`config.mk`:
```
export PLATFORM = sky130hd
export DESIGN_NAME = sram_bank
export DESIGN_NICKNAME = d
export VERILOG_FILES = /design/src/rtl/sram_bank.sv
export SDC_FILE = /design/constraint.sdc
export NUM_CORES = 1
export LEC_CHECK = 0
export ABC_AREA = 0
export BUFFER_PORTS_ARGS = -buffer_cell sky130_fd_sc_hd__buf_4
export CELL_PAD_IN_SITES_DETAIL_PLACEMENT = 1
export CELL_PAD_IN_SITES_GLOBAL_PLACEMENT = 2
export CORE_MARGIN = 2
export CORE_UTILIZATION = 46
export DETAILED_ROUTE_END_ITERATION = 8
export GPL_TIMING_DRIVEN = 0
export PLACE_DENSITY_LB_ADDON = 0.1
export SLEW_MARGIN = 25
export SYNTH_ARGS = -nofsm -noshare
export SYNTH_HDL_FRONTEND = slang
export SYNTH_SLANG_ARGS = --single-unit
export TNS_END_PERCENT = 30
```
`constraint.sdc`:
```
create_clock -name clk -period 2.65 [get_ports clk]
set_input_delay 0.265 -clock clk [delete_from_list [all_inputs] [get_ports clk]]
set_output_delay 0.265 -clock clk [all_outputs]
set_load 0.01 [all_outputs]
```
`src/rtl/sram_bank.sv`:
```
// Single-port SRAM bank behind a fixed-latency request/ack handshake.
// After reset an INIT sweep writes zero to every word. Each accepted request
// then takes PRECHARGE -> ACCESS -> RESP, and ack is seen in the cycle after
// RESP, so the next request can be accepted four edges after the previous one.
module sram_bank #(
    parameter int WIDTH  = 8,
    parameter int DEPTH  = 16,
    parameter int ADDR_W = 4
) (
    input  logic              clk,
    input  logic              rst_n,
    input  logic              req,
    input  logic              we,
    input  logic [ADDR_W-1:0] addr,
    input  logic [WIDTH-1:0]  wdata,
    input  logic [WIDTH-1:0]  wmask,
    output logic [WIDTH-1:0]  rdata,
    output logic              ack,
    output logic              busy,
    output logic              init_done
);

    typedef enum logic [2:0] {
        S_INIT,
        S_IDLE,
        S_PRE,
        S_ACC,
        S_RESP
    } state_t;

    state_t            state, state_nxt;
    logic [ADDR_W-1:0] init_cnt;
    logic              init_last;
    logic              ack_nxt;

    // Request fields captured at acceptance; later input changes are ignored
    logic              lat_we;
    logic [ADDR_W-1:0] lat_addr;
    logic [WIDTH-1:0]  lat_wdata;
    logic [WIDTH-1:0]  lat_wmask;
    logic              in_range;

    // The array has no reset; only the INIT sweep clears it
    logic [WIDTH-1:0]  mem [0:DEPTH-1];

    assign init_last = (int'(init_cnt) == DEPTH - 1);
    assign in_range  = (int'(lat_addr) < DEPTH);

    // State register, sweep counter, registered ack and sticky init_done
    always_ff @(posedge clk or negedge rst_n) begin
        if (!rst_n) begin
            state     <= S_INIT;
            init_cnt  <= '0;
            ack       <= 1'b0;
            init_done <= 1'b0;
        end else begin
            state <= state_nxt;
            ack   <= ack_nxt;
            if (state == S_INIT) begin
                init_cnt <= init_cnt + 1'b1;
                if (init_last) init_done <= 1'b1;
            end
        end
    end

    // Next-state logic: req only matters in IDLE
    always_comb begin
        state_nxt = state;
        case (state)
            S_INIT:  if (init_last) state_nxt = S_IDLE;
            S_IDLE:  if (req) state_nxt = S_PRE;
            S_PRE:   state_nxt = S_ACC;
            S_ACC:   state_nxt = S_RESP;
            S_RESP:  state_nxt = S_IDLE;
            default: state_nxt = S_INIT;
        endcase
    end

    // Outputs: busy straight from state; ack is registered off RESP
    always_comb begin
        busy    = (state != S_IDLE);
        ack_nxt = (state == S_RESP);
    end

    // Capture the request on the accepting edge
    always_ff @(posedge clk or negedge rst_n) begin
        if (!rst_n) begin
            lat_we    <= 1'b0;
            lat_addr  <= '0;
            lat_wdata <= '0;
            lat_wmask <= '0;
        end else if (state == S_IDLE && req) begin
            lat_we    <= we;
            lat_addr  <= addr;
            lat_wdata <= wdata;
            lat_wmask <= wmask;
        end
    end

    // Read data only moves on a read ACCESS; out-of-range reads return zero
    always_ff @(posedge clk or negedge rst_n) begin
        if (!rst_n) begin
            rdata <= '0;
        end else if (state == S_ACC && !lat_we) begin
            rdata <= in_range ? mem[lat_addr] : '0;
        end
    end

    // Array writes: zero sweep during INIT, masked write during a write ACCESS
    always_ff @(posedge clk) begin
        if (state == S_INIT) begin
            mem[init_cnt] <= '0;
        end else if (state == S_ACC && lat_we && in_range) begin
            mem[lat_addr] <= (mem[lat_addr] & ~lat_wmask) | (lat_wdata & lat_wmask);
        end
    end

endmodule

```
Yosys cells after proc, flatten, opt, wreduce, memory -nomap -nowiden
Memory sizes are Yosys's and may differ from the RTL's. Index checks and enable logic that the tools add are counted.

Flip-flop bits (word level): 38. Memories kept: 1. Memory bits (writable): 128. Bits in latches: 0. Memory bits (read-only): 0. Logic and storage cells: 42. Output and inout bits: 11.

Bitwise gates (word level): 4. Shift-type cells: 0. Equal/unequal tests: 8. Order comparisons: 0. Divide/modulo/power cells: 0. Reduce and logical (&&, ||, !) cells: 8. $add $sub $neg: 1. Multipliers: 0. Mux-type cells: 11.

Memories: mem (words 16, width 8, read ports 1, clocked after memory_dff 0, wr ports 1, line 44) `logic [WIDTH-1:0] mem [0:DEPTH-1];`.

Operator list (number): AND 8 bit (2); case mux 3 bit (5 select lines) (1); two-way mux 8 bit (1); inverter 8 bit (1); OR 8 bit (1); OR reduction 8 bit (1); == test 3 x 2 -> 1 bit, second input constant (2); two-way mux 1 bit (6); two-way mux 3 bit (2); adder 4 x 1 -> 4 bit, second input constant (1); == test 4 x 1 -> 1 bit, second input constant (1); two-way mux 4 bit (1); != test 2 bit, second input constant (2); AND reduction 2 bit (2); == test 3 x 1 -> 1 bit, second input constant (1); == test 3 bit, second input constant (1); logical AND 1 bit (3); zero test 3 bit (1); != test 3 x 1 -> 1 bit, second input constant (1); zero test 1 bit (1).

Longest topological paths before layout
Gate-level depths: netlist (run 1).

Depth after elaboration: 7. Mapped depth: 7. Gate-level depth less buffers: 4.

Least setup slack after synthesis (run 1)
Ideal clock, no wire load.

Path type: register to register. Start point: register state[1]. End point: memory mem[6][0] (enable). Buffers on the path: 2. Setup slack: 0.590 ns. Data required time: 2.280 ns. Arrival: 1.690 ns. Cell stages (with the launch flop): 6. Cells stage by stage: dfrtp_1 clkbuf_1 nand4b_1 clkbuf_1 o32a_1 nor2_1.

Word-level cells in the longest chain between the ends: 7. Elaborated cells on any way between the ends: 11. Those cells by class: eq/ne (1); mux (7); reduce/logical (3).

RTL lines: from (decl) (line 31) `state_t state, state_nxt;`; from (signal assigned) (line 57) `state <= state_nxt;`; == test 3 x 2 -> 1 bit (line 113) `end else if (state == S_ACC && lat_we && in_range) begin`; logical AND 1 bit (line 113); two-way mux 1 bit (line 113); two-way mux 1 bit (line 111) `if (state == S_INIT) begin`; two-way mux 1 bit (implied by the code) (line 114) `mem[lat_addr] <= (mem[lat_addr] & ~lat_wmask) | (lat_wdata & lat_wmask);`; OR reduction 8 bit (no line); two-way mux 4 bit (no line) / two-way mux 1 bit (equally long branches); to (decl) (line 44).

Several ways; a longest one is shown, not always the timed one.

Worst setup path after layout (run 1)
Start point: register lat_addr[1]. End point: memory mem[12][5], data pin.

Word-level cells in the longest chain between the ends: 4.

RTL lines: from (decl) (line 38) `logic [ADDR_W-1:0] lat_addr;`; from (signal assigned) (line 94) `lat_addr <= addr;`; memory read (16 x 8 bit); AND 8 bit (line 114); OR 8 bit (line 114); two-way mux 8 bit (no line).

No other way between the ends.

==> impl_results.md, run 1 <==
- Min-Delay Path Class: in -> reg
- Buffers on Ports: 34
- Met3 Routed Length: approximately 550 um
- Final core utilization: a little over half
- Routed wl met2: ~7.6 mm
- Post-synth ARST share: between 20 and 25%
- Ant diodes: 0
- First-pass GRT wire length: roughly 24 mm
- Avg Synthesized Cell Area: 17.7 um2
- Synthesized cell area: approximately 6700 um2
- P&R area growth vs syn: 16.7%
- Post-route setup slack: between 80 and 90 ps
- Post-synthesis sequential area ratio: a little under three quarters
- Slew of the pin with the lowest slew margin: just under 800 ps
- Hold Slack: 53.7 ps
- Fmax: 390 MHz
- DRT met1 WL: 6.87 mm
- Critical Path AT: approximately 2600 ps
- P_int: slightly above 0.006 W
- Main flop type after synthesis: edfxtp_1
- Total gr overflow: 0
- Part of the cycle the worst path needs: around 97%
- Final-report hold violation count: 0
- Nets: 458
- Initial antenna violation count: 0
- Netlist cell types: 42
- Depth of the worst register-to-register path: 6
- Max Cap Violations: 0
- Gate power share: 31.9%
- Final setup fails: 0
- Largest net degree at the start of global routing: 39
- Clock group share of total power: 27.3%
- Crit path time final: about 2600 ps
- Max VDD drop: roughly 0.00058 V
- Reg2reg end: mem[12][5]
- Reg-to-Reg Start: lat_addr[1]
- Placer Congestion: around 0.8
- Max layer used: met4
- Core footprint: ~14000 um2
- CTS Buf Count: 17
- HPWL after DPL: 10.1 mm
- Drt wl/cell: around 24 um
- Initial Utilization: a little under half
- Synthesized flop and latch total: 166
- Startpoint types: flip-flop
- First drt pass iteration count: 4
- Die H: around 120 um
- Crit path max fanout: 16
- Clock transition at path regs: 60 ps
- CP endpoint kind: flip-flop
- Via density: 5.69
- Clock buffer depth: 2
- Total number of vias: about 3600
- Clock Latency Late Sink: 430 ps
- P_sw: about 0.0029 W
- # clock sinks: between 150 and 200
- Leak: 2.79 nW
- Kind of critical path: reg -> reg
- Number of setup buffers added after CTS: 0
- Site row count: between 40 and 50
- Number of global-route vias before repair: just under 4000
- DIE WIDTH: 125 um
- Crit path from: lat_addr[1]
- Reg2reg setup slack: ~84 ps
- Switching part of the total: 31.8%
- Synth warn: 0
- Place WS: -161 ps
- Cell count after synthesis: roughly 380
- Antenna viol nets, final: 0
- EDFF count, synth: between 100 and 150
- Data required time of the worst path: 2720 ps
- Worst Setup EP: mem[12][5]
- Status: complete, no violations
- Boundary Pins: 35
- Drt initial violations: 229
- H-tree Lvls: 4
- Share of post-route cells with drive strength above 1: a little over a third
- RSZ-0062 raised after global routing: true
- Slew headroom: a little under half
- Clock Skew: 16.3 ps
- CTS tree: done
- Final slew viol count: 0
- Root buf cell: clkbuf_16
- Power per Cell Area: approximately 1200 nW/um2
- Die area: roughly 16000 um2
- Post-synth net total: 404
- Total track usage: 21.0%
- Sequential fraction of design power: around two fifths
- # DRC: 0
- Total routed wirelength: between 15 and 20 mm
==> cell usage after synthesis (all sizes together), types with 3 or more instances <==
master | count | area share [%]
edfxtp | 128 | 57
mux2 | 43 | 7.2
dfrtp | 38 | 14
mux4 | 24 | 8.1
o22ai | 16 | 1.5
buf | 15 | 1.5
nor2 | 14 | 0.78
inv | 11 | 0.62
o21ai | 11 | 0.82
a21oi | 9 | 0.67
clkbuf | 9 | 0.52
mux2i | 8 | 1.2
o21a | 8 | 0.89
nor2b | 6 | 0.56
a31oi | 5 | 0.47
nand2 | 5 | 0.28
nand2b | 4 | 0.37
nor3b | 3 | 0.34
==> placed cells by master, fill, tap and decap left out, types with 3 or more instances in the layout <==
| master | count |
|---|---|
| edfxtp_1 | 128 |
| mux2_2 | 43 |
| dfrtp_1 | 38 |
| buf_4 | 34 |
| mux4_2 | 23 |
| clkbuf_16 | 17 |
| o22ai_1 | 16 |
| inv_1 | 11 |
| o21ai_0 | 11 |
| buf_2 | 9 |
| clkbuf_1 | 9 |
| a21oi_1 | 9 |
| nor2_2 | 9 |
| mux2i_1 | 8 |
| o21a_2 | 5 |
| a31oi_1 | 5 |
| nor2_1 | 5 |
| nand2_1 | 5 |
| nand2b_1 | 4 |
| nor2b_2 | 4 |
| clkinv_2 | 4 |
| nor3b_1 | 3 |
| buf_6 | 3 |
| o21a_1 | 3 |
| bufinv_16 | 3 |
==> power by group through the flow <==
| stage | Combinational (W) | Clock (W) | Sequential (W) |
|---|---|---|---|
| floorplan | 0.00192 | 0 | 0.00368 |
| global placement | 0.00281 | 0 | 0.00370 |
| detailed placement | 0.00285 | 0 | 0.00374 |
| CTS | 0.00291 | 0.00249 | 0.00369 |
| finish | 0.00288 | 0.00246 | 0.00368 |
| global route | 0.00310 | 0.00259 | 0.00375 |
==> state kept, by name (all words and copies together), names as in the netlist <==
signal     flops
lat_addr       4
init_cnt       4
lat_wmask      8
state          3
init_done      1
mem          128
lat_wdata      8
rdata          8
ack            1
lat_we         1
==> metrics by stage <==
| stage | power [W] | setup TNS [ps] | area [um2] | std cells |
|---|---|---|---|---|
| 2_1_floorplan | 0.00560 | 0 | 6710 | 379 |
| 3_3_place_gp | 0.00651 | -4910 | 7200 | 597 |
| 3_5_place_dp | 0.00659 | -8270 | 7200 | 597 |
| 4_1_cts | 0.00909 | -777 | 7820 | 630 |
| 5_1_grt | 0.00944 | -2960 | 7830 | 630 |
| 6_report | 0.00902 | 0 | 7830 | 630 |
==> final cells by class <==
cell class	count	area, um2
fill	1309	6540
sequential	166	4790
multi-input combinational	178	1780
clock buffer	18	429
timing repair buffer	35	265
tap	184	230
clock inverter	14	159
buffer	24	136
inverter	11	41.3
==> how the worst min path moves through the flow <==
stage             from           to  slack, ps  depth (start not counted)
2_1_floorplan    rst_n          ack        -30                          0
3_3_place_gp     rst_n    init_done        270                          1
3_5_place_dp     rst_n    init_done        270                          1
4_1_cts        addr[2]  lat_addr[2]         40                          3
5_1_grt        addr[0]  lat_addr[0]         60                          3
6_report       addr[2]  lat_addr[2]         50                          3
==> routing by layer <==
metal | track usage (%) | vias to the layer above
li1 | - | 1598
met1 | 28.5 | 1899
met2 | 34.2 | 71
met3 | 4.81 | 14
met4 | 6.28 | 0
met5 | 0 | -
==> kinds of logic after synthesis <==
family | count (synthesis) | share of synthesized area (%)
fa+ha+maj | 1 | 0.186
mux | 75 | 16.5
flops | 166 | 71.4
buf+inv | 35 | 2.65
compound gates | 56 | 5.28
simple gates | 43 | 3.54
xor+xnor | 3 | 0.392
==> worst max-delay path, stage by stage (launching register included) <==
cell and delay [ps]:
dfrtp_1 340, buf_2 280, buf_2 340, mux4_2 390
mux2i_1 270, o22ai_1 160, o21a_1 420
==> what timing repair did <==
item	in CTS	in global routing
pin swaps	0	0
endpoints found under the hold margin	38	0
hold buffers	1	0
setup endpoints to repair	104	157
gates resized for setup	10	8
Note: power is estimated with default switching activity, not from simulation.
==> run 2, diff against run 1 <==
- ABC_CLOCK_PERIOD_IN_PS: default -> 2650
- GPL_ROUTABILITY_DRIVEN: default -> 0
- REMOVE_ABC_BUFFERS: default -> 1
==> impl_results.md, run 2 (synthesis results as in run 1) <==
- Status: complete, no violations
- Most frequent cells in the layout: edfxtp_1, mux2_2, dfrtp_1, buf_4, mux4_2
- Sequential fraction of design power: between 40% and 50%
- Routing usage on met3: between 4 and 5%
- # DRC: 0
- Slew of the pin with the lowest slew margin: roughly 900 ps
- Dpl cell area: just over 7000 um2
- Footprint of the multi-input gates: ~1800 um2
- Clock transition at path regs: approximately 60 ps
- Commonest non-fill, non-tap cell in the layout: edfxtp_1
- Die area: approximately 16000 um2
- Initial antenna violation count: 0
- CTS Buf Count: 17
- Register name with the most flops: mem
- First-pass GRT wire length: ~22 mm
- Drt initial violations: around 250
- Largest net degree at the start of global routing: 39
- Nets: around 440
- Drt wl/cell: around 23 um
- Fmax: 398 MHz
- Post-route setup slack: ~130 ps
- Total gr overflow: 0
- Top Usage Layer GRT: met2
- Clock buffer depth: 2
- Ant diodes: 0
- Part of the cycle the worst path needs: between 90% and 100%
- Crit path cell chain: clkinvlp_4, o32a_1, nor2_1
- First drt pass iteration count: 5
- Die H: between 100 and 150 um
- DIE WIDTH: 125 um
- Place WS: -516 ps
- Power per Cell Area: about 1100 nW/um2
- Clock Skew: approximately 18 ps
- H-tree Lvls: 4
- Initial Utilization: 46.7%
- Total negative slack: 0 ps
- Layout fillers: approximately 1300
- Largest register FFs: 128
- Antenna viol nets, final: 0
- P&R area growth vs syn: 15.2%
- Switching part of the total: around a third
- Final slew viol count: 0
- Total track usage: 19.6%
- Site row count: between 40 and 50
- Share of post-route cells with drive strength above 1: 36.6%
- HPWL after DPL: roughly 9.1 mm
- CP endpoint kind: flip-flop
- Final setup fails: 0
- GR Util met2: between 20 and 30%
- Number of global-route vias before repair: 3669
- Total number of vias: approximately 3500
- Data required time of the worst path: 2700 ps
- Buffers on Ports: 34
- Buf/Inv on CP: 1
- Clock group share of total power: 26.9%
- Max VDD drop: between 0.0004 and 0.0005 V
- Slowest-stage cell, CP: nor2_1
- Met1 Use GR: 27.8%
- Startpoint types: flip-flop
- Via density: 5.66
- Post-route design area: just under 8000 um2
- Gate power share: 28.7%
- Boundary Pins: 35
- # clock sinks: approximately 170
- CP delay by family, top: simple AND/OR/NAND/NOR gates
- Crit path time final: ~2500 ps
- CTS tree: done
- P_int: 0.00594 W
- Root buf cell: clkbuf_16
- CP max stage delay: slightly below 700 ps
- Total routed wirelength: between 10 and 15 mm
- Hold Slack: around 60 ps
- Final-report hold violation count: 0
- Final core utilization: between 50 and 60%
- Core footprint: approximately 14000 um2
- Critical Path AT: ~2600 ps
- Slew headroom: 39.6%
- Kind of critical path: reg -> reg
- Crit path max fanout: 20
- RSZ-0062 raised after global routing: true
- Leak: around 2.7 nW
- Max Cap Violations: 0
- Sequential cell area: between 4000 and 5000 um2
- Min-Delay Path Class: in -> reg
- Clock Latency Late Sink: around 430 ps
- P_sw: between 0.002 and 0.003 W
==> run 2: cell type report <==
| class | count | area share [%] |
|---|---|---|
| sequential | 166 | 62.1 |
| multi-input combinational | 178 | 22.9 |
| clock buffer | 17 | 5.50 |
| timing repair buffer | 39 | 4.14 |
| tap | 184 | 2.98 |
| clock inverter | 15 | 1.80 |
| inverter | 11 | 0.583 |
==> run 2: timing repair <==
| action | 4_1_cts | 5_1_grt |
|---|---|---|
| gates cloned | 0 | 0 |
| buffers inserted | 2 | 1 |
| hold buffers | 1 | 0 |
| hold endpoints to repair | 38 | 0 |
| setup endpoints to repair | 184 | 136 |
| pin swaps | 1 | 0 |
| resized for setup | 13 | 3 |
==> run 2: layer usage <==
layer / share of wire (%) / wire length, um
met2: 48 / 6810
met1: 46 / 6490
met5: 0 / 0
met3: 4.3 / 603
met4: 1.3 / 177
==> run 2: worst paths after layout <==
kind / from / to / slack (ps) / cells past startpoint
max: lat_addr[2] / mem[7][7] / 130 / 3
min: addr[2] / lat_addr[2] / 60 / 3
max reg2reg: lat_addr[2] / mem[7][7] / 130 / 3
min reg2reg: init_done / init_done / 490 / 1
max in group asynchronous: rst_n / lat_addr[0] / 1910 / 2
min in group asynchronous: rst_n / lat_wmask[4] / 350 / 2
==> run 2: per-stage QoR <==
step / instances / power, W
finish: 610 / 0.00876
global route: 610 / 0.00923
CTS: 609 / 0.00883
detailed placement: 574 / 0.00643
global placement: 573 / 0.00634
floorplan: 355 / 0.00546
==> run 2: worst reg2reg max path: cells and delay by family (launching register included) <==
kind,cells,cell delay [ps]
simple gates,1,680
compound gates,1,580
buf+inv,1,460
flops,1,430
==> run 2: power groups by stage <==
stage / sequential, W / combinational, W / clock (W)
after floorplan: 0.00391 / 0.00155 / 0
after global placement: 0.00406 / 0.00228 / 0
after detailed placement: 0.00401 / 0.00242 / 0
after CTS: 0.00395 / 0.00247 / 0.00241
after global routing: 0.00398 / 0.00274 / 0.00251
final: 0.00389 / 0.00251 / 0.00236
